<file path="config.mk">
export PLATFORM = sky130hd
export DESIGN_NAME = prog_fetch_responder
export DESIGN_NICKNAME = d
export VERILOG_FILES = /design/src/rtl/prog_fetch_responder.sv
export SDC_FILE = /design/constraint.sdc
export NUM_CORES = 1
export LEC_CHECK = 0
export ABC_CLOCK_PERIOD_IN_PS = 2130
export CAP_MARGIN = 20
export CORE_MARGIN = 10
export CORE_UTILIZATION = 43
export CTS_CLUSTER_DIAMETER = 100
export CTS_CLUSTER_SIZE = 16
export DETAILED_ROUTE_END_ITERATION = 16
export PLACE_DENSITY = 0.8
export SYNTH_ARGS = -nofsm -noshare
export SYNTH_HDL_FRONTEND = slang
export SYNTH_SLANG_ARGS = --single-unit
</file>
<file path="constraint.sdc">
create_clock -name clk -period 2.13 [get_ports clk]
set_clock_uncertainty 0.2 [all_clocks]
set_input_delay 0.3195 -clock clk [delete_from_list [all_inputs] [get_ports clk]]
set_output_delay 0.3195 -clock clk [all_outputs]
set_load 0.01 [all_outputs]
</file>
<file path="src/rtl/prog_fetch_responder.sv">
// prog_fetch_responder: serves CPU ROM fetches by reassembling the muxed PC and reading memory.
// Optional one-entry address cache enabled by FETCH_ADDR_CACHE_EN.
module prog_fetch_responder #(
    parameter int SETTLE_CYC  = 1,
    parameter int TIMEOUT_CYC = 15
) (
    input  logic       clk,
    input  logic       rst_n,
    input  logic [4:0] pc_hl,
    output logic       pc_mux,
    output logic [7:0] rom_data,
    output logic       mem_req,
    output logic [9:0] mem_addr,
    input  logic       mem_ack,
    input  logic [7:0] mem_rdata,
    output logic       fetch_err
);
    typedef enum logic [2:0] {SET_LO, WAIT_LO, SET_HI, WAIT_HI, REQ} state_t;
    state_t state, state_nx;
    logic [7:0] cnt;
    logic [4:0] addr_lo, addr_hi;
    logic cap_lo, cap_hi, ack, tmo, hit;

    always_comb begin
        state_nx = state;
        cap_lo   = 1'b0;
        cap_hi   = 1'b0;
        ack      = 1'b0;
        tmo      = 1'b0;
        pc_mux   = (state == SET_HI) || (state == WAIT_HI);
        mem_req  = (state == REQ);
        case (state)
            SET_LO:  state_nx = WAIT_LO;
            WAIT_LO: if (cnt == 8'(SETTLE_CYC - 1)) begin
                cap_lo   = 1'b1;
                state_nx = SET_HI;
            end
            SET_HI:  state_nx = WAIT_HI;
            WAIT_HI: if (cnt == 8'(SETTLE_CYC - 1)) begin
                cap_hi   = 1'b1;
                state_nx = hit ? SET_LO : REQ;
            end
            REQ: if (mem_ack) begin
                ack      = 1'b1;
                state_nx = SET_LO;
            end else if (cnt == 8'(TIMEOUT_CYC - 1)) begin
                tmo      = 1'b1;
                state_nx = SET_LO;
            end
            default: state_nx = SET_LO;
        endcase
    end

    // counter restarts on every state entry and saturates rather than wrapping
    always_ff @(posedge clk or negedge rst_n) begin
        if (!rst_n) begin
            state <= SET_LO;
            cnt   <= '0;
        end else begin
            state <= state_nx;
            cnt   <= (state_nx != state) ? '0 : cnt + 8'(cnt != '1);
        end
    end

    always_ff @(posedge clk or negedge rst_n) begin
        if (!rst_n) begin
            addr_lo   <= '0;
            addr_hi   <= '0;
            rom_data  <= '0;
            fetch_err <= 1'b0;
        end else begin
            if (cap_lo) addr_lo <= pc_hl;
            if (cap_hi) addr_hi <= pc_hl;
            if (ack) rom_data <= mem_rdata;
            else if (tmo) rom_data <= '0;
            if (tmo) fetch_err <= 1'b1;
        end
    end

    assign mem_addr = {addr_hi, addr_lo};

`ifdef FETCH_ADDR_CACHE_EN
    logic       cache_v;
    logic [9:0] cache_addr;
    always_ff @(posedge clk or negedge rst_n) begin
        if (!rst_n) begin
            cache_v    <= 1'b0;
            cache_addr <= '0;
        end else if (ack) begin
            cache_v    <= 1'b1;
            cache_addr <= mem_addr;
        end else if (tmo) begin
            cache_v    <= 1'b0;
        end
    end
    // compare against the address about to be assembled at the high capture
    assign hit = cache_v && ({pc_hl, addr_lo} == cache_addr);
`else
    assign hit = 1'b0;
`endif
endmodule

</file>
# --- After elaboration in Yosys (flattened, before gate mapping) ---
# Cells that the tools add are included.
word_totals:
  ff_bits: 30
  out_inout_bits: 21
classes:
  add_sub_neg: 1
  n_eq_ne: 7
  muxes: 16
  n_reduce_logical: 4
op_table:
  columns: ["operator", "count"]
  rows:
  - ["$mux 8", 3]
  - ["$pmux 3 s5", 1]
  - ["$mux 3", 4]
  - ["$add 8x1->8", 1]
  - ["$eq 8x4->1 const B", 1]
  - ["$logic_not 8->1", 1]
  - ["$mux 1", 8]
  - ["$ne 8x8->1 const B", 1]
  - ["$eq 3x2->1 const B", 2]
  - ["$eq 3x1->1 const B", 1]
  - ["$eq 3x3->1 const B", 1]
  - ["$logic_not 3->1", 1]
  - ["$ne 3x3->1", 1]
  - ["$reduce_bool 2->1", 1]
  - ["$logic_or 1x1->1", 1]

# --- Depth between registers and ports, before layout ---
# Gate-level depths: netlist of run 1.
logic_depth:
  word_depth: 6
  depth_mapped: 9

# --- Worst setup path after synthesis of run 1 ---
# No wires, ideal clock.
synth_path:
  kind: "register -> register"
  start: "reg cnt[5]"
  end: "reg addr_hi[0]"
  setup_ns: 0.125
  arrival_ns: 1.808
  required_time_ns: 1.805
  path_slack_ns: -0.003
  stages_incl_launch_ff: 5
  n_path_buf: 1
  synth_period_minus_slack_ns: 2.133
  cell_sequence: "dfrtp_1 or4_1 buf_2 nor4_4 mux2_2"
synth_between:
  elab_chain_cells: 3
synth_lines:
  columns: ["item", "line", "text"]
  rows:
  - ["start, declared", "20", "logic [7:0] cnt;"]
  - ["start signal, assigned", "61", "cnt <= (state_nx != state) ? '0 : cnt + 8'(cnt != '1);"]
  - ["$logic_not 8->1", "39", "WAIT_HI: if (cnt == 8'(SETTLE_CYC - 1)) begin"]
  - ["$mux 1", "39", null]
  - ["$mux 1", "32", "case (state)"]
  - ["end signal, assigned", "73", "if (cap_hi) addr_hi <= pc_hl;"]
  - ["end, declared", "21", "logic [4:0] addr_lo, addr_hi;"]
# Every way passes these cells.
# A chain may end at the register's enable or synchronous reset.

# --- Final worst setup path of run 1 ---
layout_path:
  start: "reg cnt[6]"
  end: "reg cnt[5]"
layout_between:
  elab_chain_cells: 6
  elab_cells_between_ends: 11
layout_lines:
  columns: ["item", "line", "text"]
  rows:
  - ["$eq 8x4->1", "46", "end else if (cnt == 8'(TIMEOUT_CYC - 1)) begin"]
  - ["$mux 3", "46", null]
  - ["$mux 3", "43", "REQ: if (mem_ack) begin"]
  - ["$pmux 3 s5", "32", null]
  - ["$ne 3x3->1", "61", null]
  - ["$mux 8 (*)", "61", null]
# Every way passes the cells marked *; elsewhere a longest branch is shown, timed or not.

==> results.py, run 1 <==
metrics = {
    "cts": {
        "cts_sinks": 30,
        "clockBufferDepth": 2,
        "cts.clk_slew.worst_paths_ns": 0.09,
        "cts_tree": "built",
        "hold_buffers": 0,
        "clkLatencyLatePin_ns": 0.33,
        "cts_buffers": 5,
        "cts_root_buf": "clkbuf_4",
        "cts_max_level": 2,
    },
    "worst_setup_path": {
        "rr_startpoint": "cnt[6]",
        "end_kind": "flop",
        "cp_common_cell": "nand3_1",
        "max_stage_delay_ns": 0.48,
        "critPathRequiredTime_ns": 2.18,
        "critical_path_class": "reg2reg",
        "r2r_end": "cnt[5]",
        "critical_path.max_fanout": 4,
        "path_cells": "buf_4 -> nand3_1 -> nor2_1 -> nand3_1 -> ha_2 -> nand4_1 -> or3_2 -> a22oi_1",
        "cp-start-kind": "flop",
        "cp.arrival_ns": 2.12,
        "r2r_setup_slack_ns": 0.06,
        "worstRegToRegCells": 8,
        "critPathSlowestCell": "or3_2",
    },
    "sta": {
        "period_minus_slack_ns": 2.07,
        "relSlewSlack_pct": 74.2,
        "fin_crit_sh_pct": 97.4,
        "rsz0062_at_grt": "true",
        "setup_viol_count_final": 0,
        "hold_viol": 0,
        "tightest_slew_ns": 0.386,
        "maxSlewViolCount": 0,
        "max_freq_mhz": 482,
        "holdWs_ns": 0.178,
    },
    "logic_synthesis": {
        "syn_nets": 138,
        "ys_top_cells_by_area": "dfrtp_1 53%, mux2_2 8.8%, a22oi_1 6.4%, o21ai_0 3.9%, nand2b_1 3.6%",
        "synth_top_area_share_pct": 53.4,
        "synth_top_cell_by_area": "dfrtp_1",
        "postSynthAreaPerCell_um2": 11.7,
        "netlist_area_um2": 1410,
        "yosysUniqueCellTypes": 31,
        "ys_ff_latch": 30,
        "netlist_instances": 120,
        "yosys_warnings": 0,
        "yosysSeqAreaShare_pct": 53.4,
    },
    "final_layout": {
        "nNetsFinal": 199,
        "drive_above_1_share_pct": 29.1,
        "multi_input_area_um2": 642,
        "syn_to_final_growth_pct": 47.0,
        "design_area_um2": 2070,
        "final_common_cell": "clkdlybuf4s50_1",
        "stdcell_count": 226,
        "mostFrequentLayoutCells": "34 x clkdlybuf4s50_1, 30 x dfrtp_1, 23 x buf_4, 12 x a22oi_1",
        "antenna_cells": 0,
        "nFillCells": 266,
        "seq_area_um2": 751,
    },
    "die": {
        "row_count": 20,
        "dieArea_um2": 5950,
        "io_pins": 37,
        "initial_core_util_pct": 45.3,
        "fp.dieW_um": 77.2,
        "coreArea_um2": 3100,
        "die_y_um": 77.2,
    },
    "drt": {
        "dr_total_vias": 1203,
        "dr.pass1.iters": 4,
        "wl_um": 3670,
        "ant_nets": 0,
        "routed_via_density": 5.32,
        "wl_per_cell_um": 16.3,
        "drt_iter0_markers": 39,
        "drc": 0,
    },
    "global_route": {
        "grt.overflow.total": 0,
        "antenna_found_initial": 0,
        "grt_pass1_wl_um": 5870,
        "grt_usage_pct": 12.2,
        "grt_max_degree": 31,
        "grt_pass1_vias": 1263,
    },
    "power_and_ir_drop": {
        "swShare_pct": 30.2,
        "pwr-share-comb_pct": 44.5,
        "fin_total_pwr_mw": 2.31,
        "p_leak_nw": 0.869,
        "vdd_drop_max_mv": 0.750,
        "clkPwrFrac_pct": 19.1,
        "seqPwrFrac_pct": 36.4,
        "p_int_mw": 1.61,
        "switchingPower_mw": 0.698,
        "p_per_area_nw_per_um2": 1120,
    },
    "run": {
        "maxCapViolations": 0,
    },
    "status": {
        "status": "finished clean",
    },
    "placed_design": {
        "dp_hpwl_um": 2700,
        "io_buffers": 36,
        "dpl.cell_count": 216,
        "postPlaceCellArea_um2": 1960,
        "place.gp.congestion": 0.813,
    },
    "hold_path": {
        "hold_class": "in2async",
    },
}
[power groups by stage]
stage / combinational (mW) / clock (mW) / sequential [mW]
CTS: 1.03 / 0.452 / 0.843
global placement: 1.00 / 0 / 0.846
global route: 1.12 / 0.473 / 0.865
floorplan: 0.421 / 0 / 0.928
finish: 1.03 / 0.440 / 0.841
detailed placement: 1.03 / 0 / 0.853
[through the flow]
step	setup TNS, ns	utilization [%]	worst slack, ns
3_3_place_gp	-0.0634	63.1	-0.0130
2_1_floorplan	0	-	0.0234
4_1_cts	0	65.5	0.0452
5_1_grt	-0.0773	66.6	-0.0500
3_5_place_dp	-0.236	63.1	-0.0467
6_report	0	66.6	0.0551
[timing repair]
item,in CTS,in global routing
gates resized for setup,3,5
buffers inserted,0,2
gates cloned,0,0
pin swaps,0,1
setup endpoints to repair,8,4
[cells in the mapped netlist, drive strengths merged]
cell type	count
clkbuf	3
nor4b	1
inv	3
or4	1
a21boi	2
mux2	11
o22ai	1
or3	5
nor3	1
or3b	2
nor2b	2
nor2	3
nand2b	8
buf	2
dfrtp	30
nor4bb	1
a21o	2
ha	2
nand3	5
nand2	1
nand4	1
nand3b	1
a21oi	3
xor2	1
xnor2	2
o21ai	11
nor4	3
a22oi	12
[per-layer routing]
layer / GRT usage [%] / wire length [um] / vias to the layer above
li1: - / - / 562
met4: 6.93 / 105 / 0
met5: 0 / 0 / -
met2: 20.0 / 1790 / 45
met3: 5.83 / 285 / 10
met1: 12.5 / 1490 / 586
[how the worst max path moves through the flow]
stage | start | end | slack [ns] | depth (start not counted)
2_1_floorplan | cnt[5] | addr_lo[0] | 0.02 | 4
3_3_place_gp | cnt[5] | addr_lo[2] | -0.01 | 4
3_5_place_dp | cnt[5] | addr_lo[4] | -0.05 | 4
4_1_cts | state[1] | mem_req | 0.05 | 3
5_1_grt | cnt[6] | cnt[5] | -0.05 | 8
6_report | cnt[6] | cnt[5] | 0.06 | 8
[logic make-up (layout without fill, tap and decap cells)]
kind of cell               count (synthesis)  count (layout)  share of synthesized area (%)
AOI/OAI and AO/OA                         31              31                           14.1
xor gates and xnor gates                   3               3                           1.87
adders and majority gates                  2               2                           1.78
buffers and inverters                      8              70                           2.32
DFF                                       30              30                           53.4
muxes                                     11              11                           8.82
and+or+nand+nor                           35              35                           17.7
[critical path, delay by kind of cell (launching register included)]
kind | cells | cell delay (ns)
adders and majority gates | 1 | 0.20
AOI/OAI and AO/OA | 1 | 0.17
buffers and inverters | 1 | 0.15
DFF | 1 | 0.40
and+or+nand+nor | 5 | 0.89
[layout make-up]
cell class,instances,area share (%)
Sequential cell,30,36.3
Clock inverter,1,1.45
Multi-Input combinational cell,82,31.1
Tap cell,44,2.67
Timing Repair Buffer,59,25.7
Clock buffer,7,2.18
Inverter,3,0.545
[state kept, by name, indices dropped and copies added (netlist names)]
signal     cells
addr_hi        5
fetch_err      1
rom_data       8
addr_lo        5
cnt            8
state          3
(Power assumes the default switching activity.)
==> inputs of run 2 (changes only) <==
==> config.mk (replaced) <==
export PLATFORM = sky130hd
export DESIGN_NAME = prog_fetch_responder
export DESIGN_NICKNAME = d
export VERILOG_FILES = /design/src/rtl/prog_fetch_responder.sv
export SDC_FILE = /design/constraint.sdc
export NUM_CORES = 1
export LEC_CHECK = 0
export ABC_CLOCK_PERIOD_IN_PS = 2100
export CAP_MARGIN = 10
export CORE_MARGIN = 10
export CORE_UTILIZATION = 47
export CTS_CLUSTER_DIAMETER = 100
export CTS_CLUSTER_SIZE = 16
export DETAILED_ROUTE_END_ITERATION = 16
export HOLD_SLACK_MARGIN = 0.15
export PLACE_DENSITY = 0.83
export SYNTH_ARGS = -nofsm -noshare
export SYNTH_HDL_FRONTEND = slang
export SYNTH_SLANG_ARGS = --single-unit
==> constraint.sdc (replaced) <==
create_clock -name clk -period 2.1 [get_ports clk]
set_clock_uncertainty 0.2 [all_clocks]
set_input_delay 0.315 -clock clk [delete_from_list [all_inputs] [get_ports clk]]
set_output_delay 0.315 -clock clk [all_outputs]
set_load 0.01 [all_outputs]
==> run 2 against run 1 <==
Combinational power rose by 6%. Utilization increased by 6.6 points. Setup slack better by 0.0072 ns. Clock power shrank 16%. Critical path depth did not move. Sequential share of layout area increased by 0.24 points. Sequential cell count stayed put. Fmax rose by 1.8%. Critical path type unchanged. Critical endpoint unchanged.
==> results.py, run 2 (synthesis results as in run 1) <==
metrics = {
    "worst_setup_path": {
        "critPathRequiredTime_ns": 2.15,
        "critPathSlowestCell": "or3_2",
        "cp.arrival_ns": 2.09,
        "end_kind": "flop",
        "critical_path_class": "reg2reg",
        "cp-start-kind": "flop",
        "path_cells": "buf_4 -> nand3_2 -> nor2_1 -> nand3_1 -> ha_2 -> nand4_1 -> or3_2 -> a22oi_1",
        "worstRegToRegCells": 8,
        "max_stage_delay_ns": 0.45,
        "critical_path.max_fanout": 4,
    },
    "cts": {
        "cts.clk_slew.worst_paths_ns": 0.10,
        "clkLatencyLatePin_ns": 0.34,
        "cts_buffers": 5,
        "clockBufferDepth": 2,
        "cts_sinks": 30,
        "cts_tree": "built",
        "cts_root_buf": "clkbuf_4",
        "cts_max_level": 2,
    },
    "die": {
        "io_pins": 37,
        "coreArea_um2": 2810,
        "initial_core_util_pct": 50.1,
        "fp.dieW_um": 74.7,
        "dieArea_um2": 5580,
        "die_y_um": 74.7,
        "row_count": 19,
    },
    "sta": {
        "maxSlewViolCount": 0,
        "setup_viol_count_final": 0,
        "max_freq_mhz": 491,
        "relSlewSlack_pct": 74.9,
        "tightest_slew_ns": 0.377,
        "holdWs_ns": 0.165,
        "hold_viol": 0,
        "setup_slack_ns": 0.0623,
        "fin_crit_sh_pct": 97.0,
        "period_minus_slack_ns": 2.04,
    },
    "power_and_ir_drop": {
        "vdd_drop_max_mv": 0.704,
        "p_leak_nw": 0.870,
        "fin_total_pwr_mw": 2.32,
        "p_per_area_nw_per_um2": 1130,
    },
    "drt": {
        "wl_per_cell_um": 17.1,
        "wl_um": 3660,
        "dr.pass1.iters": 4,
        "ant_nets": 0,
        "routed_via_density": 5.62,
        "dr_total_vias": 1202,
        "drc": 0,
        "drt_iter0_markers": 105,
    },
    "final_layout": {
        "mostFrequentLayoutCells": "34 x clkdlybuf4s50_1, 30 x dfrtp_1, 24 x buf_4, 12 x a22oi_1",
        "reg.largest.list": "cnt (8), rom_data (8)",
        "antenna_cells": 0,
        "final_common_cell": "clkdlybuf4s50_1",
        "design_area_um2": 2050,
        "stdcell_count": 214,
        "syn_to_final_growth_pct": 46.0,
        "drive_above_1_share_pct": 31.7,
        "nNetsFinal": 200,
        "nFillCells": 192,
    },
    "global_route": {
        "grt_usage_pct": 13.8,
        "grt_pass1_vias": 1249,
        "grt_max_degree": 31,
        "antenna_found_initial": 0,
        "grt_pass1_wl_um": 5850,
        "grt.overflow.total": 0,
    },
    "placed_design": {
        "place.gp.congestion": 0.786,
        "postPlaceCellArea_um2": 1940,
        "pre_cts_ws_ns": -0.0544,
        "dpl.cell_count": 203,
        "io_buffers": 36,
        "dp_hpwl_um": 2810,
    },
    "run": {
        "maxCapViolations": 0,
    },
    "hold_path": {
        "hold_class": "in2async",
    },
    "status": {
        "status": "finished clean",
    },
}
[run 2: changes by cell type in the layout (fill, tap and decap cells not counted), sizes merged]
cell	change
clkdlybuf4s15	-1
clkinv	+1
bufinv	-1
buf	+1
clkinvlp	+1
[run 2: layer usage]
| metal | GRT usage (%) | part of all wire (%) | vias to the layer above |
|---|---|---|---|
| met5 | 0 | 0 | - |
| met4 | 7.56 | 2.1 | 0 |
| met3 | 3.94 | 6.0 | 9 |
| met2 | 25.6 | 56 | 43 |
| met1 | 13.5 | 36 | 577 |
| li1 | - | - | 573 |
[run 2: what timing repair did]
action | CTS | global route
buffers inserted | 3 | 0
pin swaps | 1 | 0
hold buffers | 0 | 0
setup endpoints to repair | 5 | 5
gates cloned | 0 | 0
gates resized for setup | 5 | 7
[run 2: stage by stage]
stage                     util (%)  setup TNS (ns)
after floorplan                  -               0
after global placement        69.2               0
after detailed placement      69.2         -0.0544
after CTS                     72.6               0
after global routing          73.1         -0.0134
final                         73.1               0
[run 2: cell type report]
| class | count | area (um^2) | share of cell area [%] |
|---|---|---|---|
| clock inverters | 2 | 12.5 | 0.610 |
| flip-flops and latches | 30 | 751 | 36.6 |
| repair buffers | 60 | 534 | 26.0 |
| multi-input cells | 82 | 653 | 31.8 |
| inverters | 3 | 11.3 | 0.549 |
| clock buffers | 6 | 51.3 | 2.50 |
| well taps | 31 | 38.8 | 1.89 |
[run 2: final timing paths]
kind / end / slack [ns] / start
setup / recovery: cnt[5] / 0.06 / cnt[3]
hold / removal: rom_data[3] / 0.17 / rst_n
setup reg to reg: cnt[5] / 0.06 / cnt[3]
hold reg to reg: fetch_err / 0.28 / fetch_err
max in group asynchronous: cnt[2] / 1.26 / rst_n
min in group clk: fetch_err / 0.28 / fetch_err
[run 2: critical path: cells and delay by family (launching register included)]
kind,cells,cell delay (ns)
AOI/OAI and AO/OA,1,0.19
adders and majority gates,1,0.19
buffers and inverters,1,0.16
DFF,1,0.41
and+or+nand+nor,5,0.82
[run 2: power breakdown]
group | internal [mW] | total (mW) | switching (mW) | leakage, nW
clock network | 0.161 | 0.368 | 0.207 | 0.0343
logic | 0.664 | 1.09 | 0.426 | 0.484
registers | 0.753 | 0.858 | 0.105 | 0.352
total | 1.58 | 2.32 | 0.738 | 0.870
==> inputs of run 3 (changes only) <==
--- a/config.mk
+++ b/config.mk
@@ -5,7 +5,7 @@
 export SDC_FILE = /design/constraint.sdc
 export NUM_CORES = 1
 export LEC_CHECK = 0
-export ABC_CLOCK_PERIOD_IN_PS = 2100
+export ABC_CLOCK_PERIOD_IN_PS = 2200
 export CAP_MARGIN = 10
 export CORE_MARGIN = 10
 export CORE_UTILIZATION = 47
@@ -14,6 +14,7 @@
 export DETAILED_ROUTE_END_ITERATION = 16
 export HOLD_SLACK_MARGIN = 0.15
 export PLACE_DENSITY = 0.83
+export REMOVE_ABC_BUFFERS = 1
 export SYNTH_ARGS = -nofsm -noshare
 export SYNTH_HDL_FRONTEND = slang
 export SYNTH_SLANG_ARGS = --single-unit
==> constraint.sdc (replaced) <==
create_clock -name clk -period 2.2 [get_ports clk]
set_clock_uncertainty 0.2 [all_clocks]
set_input_delay 0.33 -clock clk [delete_from_list [all_inputs] [get_ports clk]]
set_output_delay 0.33 -clock clk [all_outputs]
set_load 0.01 [all_outputs]
==> run 3 against run 2 <==
Cell count down 3.7%. Via count is 3.8% lower. Sequential cell count unchanged. Fmax down 5.2%. Critical path type unchanged. Largest cell class unchanged. Highest routed layer unchanged.
==> results.py, run 3 (synthesis results as in run 1) <==
metrics = {
    "final_layout": {
        "multi_input_area_um2": 642,
        "nNetsFinal": 193,
        "antenna_cells": 0,
        "seq_area_um2": 751,
        "final_common_cell": "clkdlybuf4s50_1",
        "stdcell_count": 206,
        "mostFrequentLayoutCells": "35 x clkdlybuf4s50_1, 30 x dfrtp_1, 17 x buf_4, 12 x a22oi_1",
        "reg.largest.list": "cnt (8), rom_data (8)",
        "syn_to_final_growth_pct": 40.5,
        "drive_above_1_share_pct": 26.3,
        "design_area_um2": 1970,
        "nFillCells": 218,
    },
    "placed_design": {
        "postPlaceCellArea_um2": 1900,
        "dp_hpwl_um": 2650,
        "io_buffers": 36,
        "pre_cts_ws_ns": -0.0800,
        "place.gp.congestion": 0.746,
        "dpl.cell_count": 197,
    },
    "global_route": {
        "antenna_found_initial": 0,
        "grt.overflow.total": 0,
        "grt_pass1_vias": 1205,
        "grt_pass1_wl_um": 5900,
        "grt_max_degree": 31,
        "grt_usage_pct": 13.8,
    },
    "drt": {
        "dr.pass1.iters": 5,
        "dr_total_vias": 1156,
        "drc": 0,
        "ant_nets": 0,
        "wl_per_cell_um": 17.3,
        "wl_um": 3560,
        "drt_iter0_markers": 40,
        "routed_via_density": 5.61,
    },
    "power_and_ir_drop": {
        "pwr-share-comb_pct": 47.9,
        "p_int_mw": 1.45,
        "vdd_drop_max_mv": 0.555,
        "clkPwrFrac_pct": 13.8,
        "p_per_area_nw_per_um2": 1080,
        "p_leak_nw": 0.827,
        "swShare_pct": 31.8,
        "switchingPower_mw": 0.676,
        "seqPwrFrac_pct": 38.3,
    },
    "run": {
        "maxCapViolations": 0,
    },
    "sta": {
        "period_minus_slack_ns": 2.15,
        "setup_viol_count_final": 0,
        "tightest_slew_ns": 0.370,
        "setup_slack_ns": 0.0499,
        "max_freq_mhz": 465,
        "holdWs_ns": 0.182,
        "fin_crit_sh_pct": 97.7,
        "hold_viol": 0,
        "relSlewSlack_pct": 75.3,
        "maxSlewViolCount": 0,
    },
    "worst_setup_path": {
        "cp.arrival_ns": 2.17,
        "r2r_setup_slack_ns": 0.05,
        "r2r_end": "addr_lo[0]",
        "critical_path.max_fanout": 6,
        "worstRegToRegCells": 5,
        "crit_end": "addr_lo[0]",
        "cp-startpoint": "state[1]",
        "rr_startpoint": "state[1]",
        "end_kind": "flop",
        "critical_path_class": "reg2reg",
        "critPathRequiredTime_ns": 2.22,
        "cp-start-kind": "flop",
    },
    "cts": {
        "cts.clk_slew.worst_paths_ns": 0.08,
        "cts_buffers": 5,
        "clockBufferDepth": 2,
        "clkLatencyLatePin_ns": 0.33,
        "cts_root_buf": "clkbuf_4",
        "cts_sinks": 30,
        "hold_buffers": 0,
        "cts_max_level": 2,
        "cts_tree": "built",
    },
    "die": {
        "dieArea_um2": 5580,
        "initial_core_util_pct": 50.1,
        "io_pins": 37,
        "die_y_um": 74.7,
        "row_count": 19,
        "coreArea_um2": 2810,
        "fp.dieW_um": 74.7,
    },
    "hold_path": {
        "hold_class": "in2async",
    },
    "status": {
        "status": "finished clean",
    },
}
run 3: area by class of cell:
class | instances | area share [%]
clock buffers | 7 | 2.28
inverters | 3 | 0.570
multi-input cells | 82 | 32.5
flip-flops and latches | 30 | 38.0
well taps | 31 | 1.96
repair buffers | 53 | 24.7
run 3: how the worst min path moves through the flow:
stage	end	slack, ns
2_1_floorplan	addr_hi[0]	-0.17
3_3_place_gp	fetch_err	0.24
3_5_place_dp	fetch_err	0.25
4_1_cts	rom_data[2]	0.20
5_1_grt	rom_data[5]	0.21
6_report	rom_data[2]	0.18
run 3: power groups by stage:
stage	registers (mW)	clock network, mW	logic (mW)
2_1_floorplan	0.899	0	0.395
3_3_place_gp	0.815	0	0.940
6_report	0.816	0.295	1.02
4_1_cts	0.817	0.302	0.987
3_5_place_dp	0.830	0	0.972
5_1_grt	0.839	0.333	1.10
run 3: per-stage QoR:
| stage | setup TNS [ns] | power [mW] | utilization (%) |
|---|---|---|---|
| floorplan | 0 | 1.29 | - |
| global placement | -0.0362 | 1.76 | 67.6 |
| detailed placement | -0.627 | 1.80 | 67.6 |
| CTS | 0 | 2.11 | 69.1 |
| global route | -0.0591 | 2.27 | 70.4 |
| finish | 0 | 2.13 | 70.4 |
run 3: routing by layer:
metal,share of wire [%],GRT usage [%],wire [um],vias up
li1,-,-,-,552
met1,40,15.5,1430,570
met2,52,22.8,1860,29
met3,6.2,5.78,221,5
met4,1.4,5.67,51,0
met5,0,0,0,-
run 3: critical path, stage by stage, from the launching register on:
cell and delay (ns):
dfrtp_1 0.38, buf_4 0.15, or3b_2 0.51, nor4_4 0.28, buf_4 0.18, mux2_2 0.33
run 3: timing repair:
item	CTS	global route
endpoints found under the setup margin	11	13
buffers inserted	0	2
gates cloned	0	0
hold endpoints to repair	0	0
gates resized for setup	1	5
pin swaps	2	2
